===== config.mk =====
export PLATFORM = sky130hd
export DESIGN_NAME = wb_write_arbiter
export DESIGN_NICKNAME = d
export VERILOG_FILES = /design/src/rtl/wb_write_arbiter.sv
export SDC_FILE = /design/constraint.sdc
export NUM_CORES = 1
export LEC_CHECK = 0
export CAP_MARGIN = 20
export CORE_MARGIN = 5
export CORE_UTILIZATION = 48
export CTS_CLUSTER_DIAMETER = 50
export DETAILED_ROUTE_END_ITERATION = 6
export PLACE_DENSITY = 0.79
export SYNTH_ARGS = -nofsm -noshare
export SYNTH_HDL_FRONTEND = slang
export SYNTH_SLANG_ARGS = --single-unit
export TNS_END_PERCENT = 1

===== constraint.sdc =====
create_clock -name clk -period 2 [get_ports clk]
set_input_delay 0.2 -clock clk [delete_from_list [all_inputs] [get_ports clk]]
set_output_delay 0.2 -clock clk [all_outputs]
set_load 0.05 [all_outputs]

===== src/rtl/wb_write_arbiter.sv =====
// wb_write_arbiter: shares the register-file write port between the pipeline
// writeback stage and out-of-band multiply/divide results. MCU results wait
// in a 2-entry FIFO and drain into idle writeback slots. A starvation counter
// forces a one-cycle pipeline stall so that queued results always retire.
// Optional feature macro: WB_ARB_BYPASS_EN. When it is defined, an MCU result
// is written in the same cycle if the port would otherwise be idle.
//
// grant   | meaning
// --------+--------------------------------------------------
// IDLE    | nothing written this cycle
// WB      | pipeline writeback request owns the port
// FIFO    | queued MCU result at the head is written and popped
// BYPASS  | MCU result written directly and never queued
module wb_write_arbiter #(
  parameter int DATA_WIDTH    = 16,
  parameter int REGADDR_WIDTH = 4,
  parameter int STARVE_LIMIT  = 4
) (
  input  logic                     clk,
  input  logic                     reset_n,
  input  logic                     wb_reg_write,
  input  logic [REGADDR_WIDTH-1:0] wb_rd,
  input  logic [DATA_WIDTH-1:0]    wb_data,
  input  logic                     mcu_valid,
  output logic                     mcu_ready,
  input  logic [REGADDR_WIDTH-1:0] mcu_rd,
  input  logic [DATA_WIDTH-1:0]    mcu_data,
  output logic                     rf_we,
  output logic [REGADDR_WIDTH-1:0] rf_waddr,
  output logic [DATA_WIDTH-1:0]    rf_wdata,
  output logic                     pipe_stall,
  output logic                     mcu_pending
);

  localparam int CNT_W = $clog2(STARVE_LIMIT + 1);

  typedef enum logic [1:0] {GNT_IDLE, GNT_WB, GNT_FIFO, GNT_BYPASS} grant_e;

  logic [REGADDR_WIDTH-1:0] fifo_rd   [2];
  logic [DATA_WIDTH-1:0]    fifo_data [2];
  logic                     head;
  logic                     tail;
  logic [1:0]               count;
  logic [CNT_W-1:0]         starve_cnt;
  grant_e                   grant;
  logic                     wb_live;
  logic                     fifo_nonempty;
  logic                     bypass_ok;
  logic                     push;
  logic                     pop;

  assign wb_live       = wb_reg_write && (wb_rd != '0);
  assign fifo_nonempty = (count != 2'd0);
  assign mcu_ready     = (count != 2'd2);
  assign mcu_pending   = fifo_nonempty;

`ifdef WB_ARB_BYPASS_EN
  assign bypass_ok = !fifo_nonempty && !wb_live && !pipe_stall && mcu_valid && (mcu_rd != '0);
`else
  assign bypass_ok = 1'b0;
`endif

  // Grant selection and register-file port mux; reset forces the port idle
  // immediately since the pipeline inputs may still look live.
  always_comb begin
    grant    = GNT_IDLE;
    rf_we    = 1'b0;
    rf_waddr = '0;
    rf_wdata = '0;
    if (!reset_n)                         grant = GNT_IDLE;
    else if (pipe_stall && fifo_nonempty) grant = GNT_FIFO;
    else if (wb_live)                     grant = GNT_WB;
    else if (fifo_nonempty)               grant = GNT_FIFO;
    else if (bypass_ok)                   grant = GNT_BYPASS;
    case (grant)
      GNT_WB: begin
        rf_we    = 1'b1;
        rf_waddr = wb_rd;
        rf_wdata = wb_data;
      end
      GNT_FIFO: begin
        rf_we    = 1'b1;
        rf_waddr = fifo_rd[head];
        rf_wdata = fifo_data[head];
      end
      GNT_BYPASS: begin
        rf_we    = 1'b1;
        rf_waddr = mcu_rd;
        rf_wdata = mcu_data;
      end
      default: ;
    endcase
  end

  // rd=0 results are accepted by the handshake but never stored.
  assign push = mcu_valid && mcu_ready && (mcu_rd != '0) && (grant != GNT_BYPASS);
  assign pop  = (grant == GNT_FIFO);

  // FIFO pointers, occupancy and storage.
  always_ff @(posedge clk or negedge reset_n) begin
    if (!reset_n) begin
      head      <= 1'b0;
      tail      <= 1'b0;
      count     <= 2'd0;
      fifo_rd   <= '{default: '0};
      fifo_data <= '{default: '0};
    end else begin
      if (push) begin
        fifo_rd[tail]   <= mcu_rd;
        fifo_data[tail] <= mcu_data;
        tail            <= ~tail;
      end
      if (pop) head <= ~head;
      count <= count + {1'b0, push} - {1'b0, pop};
    end
  end

  // Starvation timer: a one-cycle stall fires when the queued head has been
  // passed over STARVE_LIMIT cycles in a row; the stall grant clears it again.
  always_ff @(posedge clk or negedge reset_n) begin
    if (!reset_n) begin
      starve_cnt <= '0;
      pipe_stall <= 1'b0;
    end else if (!fifo_nonempty || pop) begin
      starve_cnt <= '0;
      pipe_stall <= 1'b0;
    end else if (starve_cnt == CNT_W'(STARVE_LIMIT - 1)) begin
      starve_cnt <= '0;
      pipe_stall <= 1'b1;
    end else begin
      starve_cnt <= starve_cnt + 1'b1;
      pipe_stall <= 1'b0;
    end
  end

endmodule


==> impl_metrics.yaml <==
clocking:
  clock_path_buffers: 2
  cts_tree: "built"
  cts_buffers: 5
  clkTransAtPathRegs_ps: 100
  cts_max_level: 2
  clk_latency_ps: 310
  cts-root-buf: "clkbuf_8"
  cts_sinks: 48
layout:
  syn_to_final_growth_pct: 44.4
  nNetsFinal: 328
  stdcell_count: 352
  fin_area_um2: 3640
  layout-drive-gt1-share_pct: 43.6
  diodes: 0
yosys:
  ys_warn_count: 0
  synth-edff-count: 0
  syn_avg_cell_area_um2: 12.5
  synth_fp_nets: 249
  synth_common_cells: "48 x dfrtp_1, 36 x mux2_2, 32 x nand2_1"
  synth.cell_area_um2: 2520
  synthTopCellsByArea: "dfrtp_1 48%, mux2_2 16%, mux2_4 12%"
  yosysSeqAreaShare_pct: 47.6
  synthDistinctLibCells: 31
  synth_top_area_share_pct: 47.6
  async_reset_ff_share_pct: 100
  synth_cells: 202
  dominantRegCellSynth: "dfrtp_1"
  yosysMostFrequentCell: "dfrtp_1"
  synth_top_cell_by_area: "dfrtp_1"
  synth-seq-cells: 48
place:
  dp.final_hpwl_um: 3990
  pre_cts_ws_ps: -84.7
  dp.cells: 341
  placedInstanceArea_um2: 3420
  gp_congestion: 0.795
  port_buffers: 67
worst_setup_path:
  crit_slowest_cell: "clkdlybuf4s50_1"
  rr_startpoint: "count[1]$_DFF_PN0_"
  cp_top_family: "buffers and inverters"
  r2r_slack_ps: 260
  crit_chain: "nor2_1 > inv_1 > clkdlybuf4s50_1"
  rr_worst_depth: 9
  arrival_ps: 1710
  crit_cells: 3
  rr_endpoint: "count[1]$_DFF_PN0_"
  max_stage_delay_ps: 810
  worst-path-buf-inv: 2
  worstSetupPathType: "reg2out"
  cp.required_ps: 1800
  cp_max_fo: 4
  endpoint_kind: "output pin"
  start_kind: "register"
global_routing:
  grt_pass1_wl_um: 9280
  grt_pass1_vias: 1947
  grt_max_degree: 77
  grt_antenna_before_repair: 0
  track_usage_pct: 18.2
  grt_overflow: 0
sta:
  finClkSkew_ps: 9.45
  hold_viol_final: 3
  worstMarginPinSlew_ps: 509
  whs_ps: -8.03
  finalCritPeriodShare_pct: 95.5
  setup_viol: 0
  timing.fmax_mhz: 524
  tns_ps: 0
  rsz0062_at_grt: "no"
  slew_headroom_pct: 66.0
  min_period_ps: 1910
  finalWorstSetupSlack_ps: 90.7
  drv_slew: 0
floorplan:
  rows: 26
  start_util_pct: 49.4
  io_pins: 68
  fp.coreArea_um2: 5110
  die_y_um: 82.5
  chipWidth_um: 82.5
  die-area_um2: 6800
routing:
  avgViaCountPerCell: 5.24
  drt_first_pass_iters: 4
  detail_route.iter0.violations: 62
  antenna_left: 0
  routed_wl_um: 6010
  num_vias: 1845
  drc_errors: 0
  post_drt_wl_per_cell_um: 17.1
status:
  violations: "hold timing"
  status: "finished with violations"
worst_hold_path:
  min_path_type: "in2async"
pwr:
  p_per_area_nw_per_um2: 1470
  p_leak_nw: 1.62
  ir_worst_vdd_uv: 962
flow_run:
  maxCapViolations: 0
cells in the final DEF, fill, tap and decap left out, types with 2 or more instances in the layout:
cell type	Yosys	layout
mux2_4	20	20
buf_6	0	6
o22ai_2	0	15
buf_4	2	23
nand2_1	32	32
buf_12	2	8
o2bb2ai_1	4	4
inv_1	3	3
dfrtp_1	48	48
mux2i_1	4	4
mux2_2	36	36
ha_1	3	3
dlymetal6s2s_1	0	3
xnor2_1	4	4
clkbuf_8	0	6
clkdlybuf4s50_1	0	41
nor3b_1	2	2
registers in the layout, summed over array words and instances (netlist names):
name	count
fifo_data	32
fifo_rd	8
starve_cnt	3
count	2
head	1
pipe_stall	1
tail	1
worst max path at each step:
stage                        from            endpoint  slack (ps)
4_1_cts                  wb_rd[1]        rf_wdata[11]        -0.2
5_1_grt        count[1]$_DFF_PN0_         mcu_pending          10
3_5_place_dp            mcu_rd[3]  count[1]$_DFF_PN0_         -80
2_1_floorplan  count[1]$_DFF_PN0_  count[1]$_DFF_PN0_        -150
6_report       count[1]$_DFF_PN0_         mcu_pending          90
3_3_place_gp            mcu_rd[3]  count[1]$_DFF_PN0_         -40
worst register-to-register path, delay by kind of cell (launching register included):
| kind | cells | cell delay [ps] |
|---|---|---|
| xor gates and xnor gates | 2 | 290 |
| DFF | 1 | 420 |
| and+or+nand+nor | 1 | 160 |
| AOI/OAI and AO/OA | 1 | 120 |
| buffers and inverters | 3 | 210 |
| adders and majority gates | 2 | 460 |
cell families (layout without fill, tap and decap cells):
logic type | after synthesis | count (layout) | synth area share (%)
xor gates and xnor gates | 4 | 4 | 1.39
and+or+nand+nor | 45 | 45 | 8.54
AOI/OAI and AO/OA | 26 | 26 | 7.30
DFF | 48 | 48 | 47.6
muxes | 60 | 60 | 29.6
adders and majority gates | 3 | 3 | 1.49
buffers and inverters | 16 | 96 | 4.07
power by group:
part | internal [mW] | switching (mW)
logic | 1.51 | 1.37
clock network | 0.409 | 0.336
registers | 1.45 | 0.259
area by class of cell:
cell class | count | area, um2
timing repair buffer | 85 | 897
multi-input combinational | 138 | 1320
inverter | 3 | 11.3
clock buffer | 6 | 82.6
tap | 70 | 87.6
fill | 400 | 1470
clock inverter | 2 | 38.8
sequential | 48 | 1200
per-stage QoR:
step / utilization, % / total power, mW
4_1_cts: 69.8 / 5.32
2_1_floorplan: - / 3.76
3_5_place_dp: 66.9 / 4.55
6_report: 71.3 / 5.34
5_1_grt: 71.3 / 5.65
3_3_place_gp: 66.9 / 4.47
layer usage:
metal	up-vias	routed length, um	GRT usage, %	share of wire (%)
met3	14	290	3.47	4.8
met4	0	154	8.47	2.6
met5	-	0	0	0
li1	885	-	-	-
met2	48	2900	30.1	48
met1	898	2670	22.9	44
what timing repair did:
action,CTS,global route
endpoints found under the setup margin,16,20
hold buffers,1,0
gates cloned,0,1
gates resized for setup,4,13
setup buffers,0,1
pin swaps,1,1
hold endpoints to repair,4,0
No activity file was read; power rests on OpenSTA's default activity.
